==> src/rtl/demux_1to2_buf.sv <==
// demux_1to2_buf: registered 1-to-2 demux with one-entry holding slots and per-port delivered-word counters
module demux_1to2_buf #(
  parameter int size  = 32,
  parameter int cnt_w = 8
) (
  input  logic             clk_i,
  input  logic             rst_i,
  input  logic [size-1:0]  data_i,
  input  logic             select_i,
  input  logic             valid_i,
  output logic             ready_o,
  output logic [size-1:0]  data0_o,
  output logic             valid0_o,
  input  logic             ready0_i,
  output logic [size-1:0]  data1_o,
  output logic             valid1_o,
  input  logic             ready1_i,
  output logic [cnt_w-1:0] count0_o,
  output logic [cnt_w-1:0] count1_o
);
  logic [size-1:0]  data0_q, data0_d, data1_q, data1_d;
  logic             valid0_q, valid0_d, valid1_q, valid1_d;
  logic [cnt_w-1:0] count0_q, count0_d, count1_q, count1_d;
  logic             acc, ld0, ld1, dr0, dr1;
  // Ready looks only at the selected slot, so a stalled other port never blocks.
  always_comb begin
    ready_o  = rst_i & (select_i ? (~valid1_q | ready1_i) : (~valid0_q | ready0_i));
    acc      = valid_i & ready_o;
    ld0      = acc & ~select_i;
    ld1      = acc & select_i;
    dr0      = valid0_q & ready0_i;
    dr1      = valid1_q & ready1_i;
    valid0_d = ld0 | (valid0_q & ~dr0);
    valid1_d = ld1 | (valid1_q & ~dr1);
    data0_d  = ld0 ? data_i : data0_q;
    data1_d  = ld1 ? data_i : data1_q;
    count0_d = count0_q + cnt_w'(dr0);
    count1_d = count1_q + cnt_w'(dr1);
  end
  always_ff @(posedge clk_i or negedge rst_i) begin
    if (!rst_i) begin
      data0_q  <= '0;
      data1_q  <= '0;
      valid0_q <= 1'b0;
      valid1_q <= 1'b0;
      count0_q <= '0;
      count1_q <= '0;
    end else begin
      data0_q  <= data0_d;
      data1_q  <= data1_d;
      valid0_q <= valid0_d;
      valid1_q <= valid1_d;
      count0_q <= count0_d;
      count1_q <= count1_d;
    end
  end
  assign data0_o  = data0_q;
  assign data1_o  = data1_q;
  assign valid0_o = valid0_q;
  assign valid1_o = valid1_q;
  assign count0_o = count0_q;
  assign count1_o = count1_q;
endmodule

==> config.mk <==
export PLATFORM = sky130hd
export DESIGN_NAME = demux_1to2_buf
export DESIGN_NICKNAME = d
export VERILOG_FILES = /design/src/rtl/demux_1to2_buf.sv
export SDC_FILE = /design/constraint.sdc
export NUM_CORES = 1
export LEC_CHECK = 0
export BUFFER_PORTS_ARGS = -buffer_cell sky130_fd_sc_hd__buf_2
export CORE_MARGIN = 2
export CORE_UTILIZATION = 40
export CTS_CLUSTER_DIAMETER = 80
export DETAILED_ROUTE_END_ITERATION = 10
export GPL_ROUTABILITY_DRIVEN = 0
export GPL_TIMING_DRIVEN = 0
export HOLD_SLACK_MARGIN = 0.03
export PLACE_DENSITY = 0.71
export SKIP_CTS_REPAIR_TIMING = 1
export SLEW_MARGIN = 40
export SYNTH_ARGS = -nofsm -noshare
export SYNTH_HDL_FRONTEND = slang
export SYNTH_SLANG_ARGS = --single-unit
==> constraint.sdc <==
create_clock -name clk_i -period 1.99 [get_ports clk_i]
set_clock_uncertainty 0.2 [all_clocks]
set_input_delay 0.0995 -clock clk_i [delete_from_list [all_inputs] [get_ports clk_i]]
set_output_delay 0.0995 -clock clk_i [all_outputs]
set_load 0.01 [all_outputs]
== Yosys cells after proc, flatten, opt, wreduce, memory -nomap -nowiden ==
Cells that the tools add are included.
Widths: inputs -> output; s select.

* Register bits after elaboration: 82
* Input port bits: 38
* Output and inout port bits: 83
* Word-level logic and storage cells: 26

* Add/subtract/negate cells: 2
* Multiplexer cells: 1
* Bitwise gates (word level): 17

{| class="wikitable"
|+ Operators by type and width
! cell !! count
|-
| $add 8x1->8 || 2
|-
| $and 1x1->1 || 8
|-
| $not 1->1 || 5
|-
| $or 1x1->1 || 4
|-
| $mux 1 || 1
|}

== Logic depth before layout (Yosys ltp) ==
* Depth in word-level cells: 7
* Mapped depth: 5

== Least setup slack after synthesis ==
OpenSTA, ideal clock, no wires.

* Kind: reg2reg
* Start point: register valid0_q (netlist: valid0_o)
* End point: register data0_q[0] (netlist: data0_o[0])
* Setup time: 0.125 ns
* Arrival time: 1.314 ns
* Data required time: 1.665 ns
* Slack: 0.351 ns
* Stages on the path, launching flop included: 5
* Path buffers: 1
* Period minus slack after synthesis: 1.639 ns
* Cells stage by stage: dfrtp_1 -> nand2b_1 -> nor3b_4 -> buf_6 -> mux2_2

* Longest elaborated chain between the ends: 6

{| class="wikitable"
|+ RTL lines
! what !! line !! RTL
|-
| start: declaration || 22 || <nowiki>logic valid0_q, valid0_d, valid1_q, valid1_d;</nowiki>
|-
| start signal: assignment || 51 || <nowiki>valid0_q <= valid0_d;</nowiki>
|-
| $not 1->1 || 27 || <nowiki>ready_o = rst_i & (select_i ? (~valid1_q | ready1_i) : (~valid0_q | ready0_i));</nowiki>
|-
| $or 1x1->1 || 27 ||
|-
| $mux 1 || 27 ||
|-
| $and 1x1->1 || 27 ||
|-
| $and 1x1->1 || 28 || <nowiki>acc = valid_i & ready_o;</nowiki>
|-
| $and 1x1->1 || 29 || <nowiki>ld0 = acc & ~select_i;</nowiki>
|-
| end signal: assignment || 49 || <nowiki>data0_q <= data0_d;</nowiki>
|-
| end: declaration || 21 || <nowiki>logic [size-1:0] data0_q, data0_d, data1_q, data1_d;</nowiki>
|}

No other way between the ends.
A chain may end at the register's enable or synchronous reset.

== Final worst setup path ==
* Start point: input port ready0_i
* End point: register data0_q[26] (netlist: data0_o[26])

* Longest elaborated chain between the ends: 5

{| class="wikitable"
|+ RTL lines
! what !! line !! RTL
|-
| start: declaration || 14 || <nowiki>input logic ready0_i,</nowiki>
|-
| $or 1x1->1 || 27 ||
|-
| $mux 1 || 27 ||
|-
| $and 1x1->1 || 27 ||
|-
| $and 1x1->1 || 28 ||
|-
| $and 1x1->1 || 29 ||
|}

No other way between the ends.

==> run metrics <==
Final setup viols 0; sequential power share 0.486; diodes inserted 0; path depth of the worst reg2reg path 4; Leakage Power around 0.0023 uW; post-synthesis sequential area ratio 0.621; Worst VDD drop around 510 uV; Tcrit/Tclk final 0.906; Sw Share 0.288; most common cell after layout, fill and taps aside buf_2; Worst R2R Setup Slack 0.21 ns; crit path capture data0_o[26]; internal power 3320 uW; crit path launch ready0_i; Worst Setup Start Kind input pin; largest net degree at the start of global routing 45; Placed Area 4060 um^2; PwrDens 983 nW/um^2; outcome finished clean; #FFs+latches synth 82; FILL cells between 600 and 700; # DRC 0; relative slew slack 0.745; Comb power frac 0.261; Post-Place Cells about 420; final cell count without fillers ~480; GRT Util Overall 0.141; power share of the clock group 0.253; CP Cell Sequence dlygate4sd3_1 > buf_2 > nand2b_1 > nor3b_4 > buf_6 > mux2_2; Finished Cell Area ~4700 um^2; final core utilization 0.586; I/O pin count 121; share of the synthesized area in the top cell type 0.621; slowest CP cell dlygate4sd3_1; Die Y-Extent roughly 95 um; Mapped Area 3300 um^2; clock sink count between 80 and 90; largest area contributor in the netlist dfrtp_1; Clock Path Buffers 2; Fin. Hold Viols 0; via count 2205; Root Driver clkbuf_8; worst path bufs/invs 3; First-pass DRT Iterations 4; hpwl dp about 4700 um; CTS buffer count 9; initial core utilization 0.408; CP Capture Type flop; Clock Latency Late Sink approximately 0.34 ns; post-route ant nets 0; Clock transition at path regs around 0.080 ns; IO buf count between 100 and 150; unrepaired setup endpoints after global routing false; top cell family by delay on the critical path buffers and inverters; Worst Max-Slew Pin Slew ~0.38 ns; vias per cell roughly 4.6; DIE AREA 9000 um^2; Max Cap Viol 0; Worst Path Required 2.02 ns; vias in the first global route 1951; final setup TNS 0 ns; wire length of the first global-routing pass about 9700 um; GR Overflow Total 0; Max Freq about 550 MHz; htree depth 3; Slew Limit Fails 0; initial drt markers 38; initial antenna violation count 0; crit-path max FO 10; Routed wire per std cell between 10 and 15 um; std cell rows 33; synth unique cells 19; layout cells sized above 1 0.568; RR Endpoint data0_o[26]; Synthesized Nets 237; CTS tree yes; WP depth 6; Hold Slack ~0.13 ns; Worst Path Class, Setup input pin to flop; fin crit period ~1.8 ns; HP Class input pin to flop; area added between synthesis and finish 43.7%; slowest stage delay, CP approximately 0.53 ns; Routed Wire Length 7020 um; cells after synthesis between 150 and 200; largest cells by area after synthesis dfrtp_1 (62%), mux2_4 (14%), mux2_2 (12%); Critical Path AT 1.83 ns; Layout Nets a little over 400; Yosys warnings 0; R2R Path Start valid0_o; sw power approximately 1300 uW; die width between 90 and 100 um; Synth Area per Inst between 15 and 20 um^2; core area 8090 um^2; commonest non-fill, non-tap cells in the layout buf_2 (119), dfrtp_1 (82), dlygate4sd3_1 (38)
how the worst min path moves through the flow:
stage          slack (ns)  depth (start not counted)      start          end
2_1_floorplan       -0.40                          0      rst_i  count0_o[0]
3_3_place_gp         0.14                          2  data_i[4]   data1_o[4]
3_5_place_dp        -0.16                          1      rst_i   data1_o[3]
4_1_cts             -0.55                          1      rst_i   data1_o[3]
5_1_grt              0.18                          6      rst_i     valid1_o
6_report             0.13                          6      rst_i     valid1_o
synth_stat cells (all sizes together):
cell type / n
nor3b: 1
nand3: 11
xor2: 2
nor2b: 1
xnor2: 10
o211a: 1
buf: 7
ha: 4
nand3b: 1
and2: 2
and3: 4
nand2: 2
mux2: 64
o21ai: 1
nand2b: 2
dfrtp: 82
worst reg2reg max path, cell delays in order, from the launching register on:
cell and delay [ns]:
dfrtp_1 0.40, nand2b_1 0.12, nor3b_4 0.38, buf_6 0.23, mux2_2 0.35
per-stage QoR:
| step | total power [uW] | worst slack, ns |
|---|---|---|
| finish | 4660 | 0.188 |
| detailed placement | 3440 | -0.269 |
| global placement | 3390 | -1.23 |
| CTS | 4630 | 0.105 |
| global route | 4920 | 0.0925 |
| floorplan | 2880 | 0.351 |
cell type report:
type / count / area [um^2] / area share
Tap cell: 105 / 131 / 0.0277
Multi-Input combinational cell: 106 / 1150 / 0.242
Clock inverter: 5 / 55.1 / 0.0116
Timing Repair Buffer: 163 / 1120 / 0.236
Sequential cell: 82 / 2050 / 0.433
Clock buffer: 10 / 138 / 0.0290
Buffer: 7 / 101 / 0.0214
flip-flops by register name, indices dropped and copies added (netlist names):
register,flops
valid1_o,1
data0_o,32
count1_o,8
count0_o,8
valid0_o,1
data1_o,32
cell families (layout without fill, tap and decap cells):
kind of cell / Yosys count / in the layout / synth area share
flip-flops: 82 / 82 / 0.621
multiplexers: 64 / 64 / 0.252
AND/OR/NAND/NOR: 24 / 24 / 0.0440
XOR/XNOR: 12 / 12 / 0.0318
buffers and inverters: 7 / 185 / 0.0307
adder cells (fa/ha/maj): 4 / 4 / 0.0152
AO/OA/AOI/OAI: 2 / 2 / 0.00455
metal layers:
layer | routed length, um | GRT usage | share of wire
met4 | 82 | 0.0652 | 0.012
met5 | 0 | 0 | 0
met1 | 3020 | 0.188 | 0.43
met3 | 445 | 0.0431 | 0.063
met2 | 3470 | 0.211 | 0.49
power groups by stage:
stage / clock network (uW) / logic, uW / registers, uW
finish: 1180 / 1210 / 2270
floorplan: 0 / 429 / 2450
global placement: 0 / 1110 / 2270
CTS: 1220 / 1150 / 2270
global route: 1290 / 1320 / 2320
detailed placement: 0 / 1150 / 2290
(Power assumes the default switching activity.)
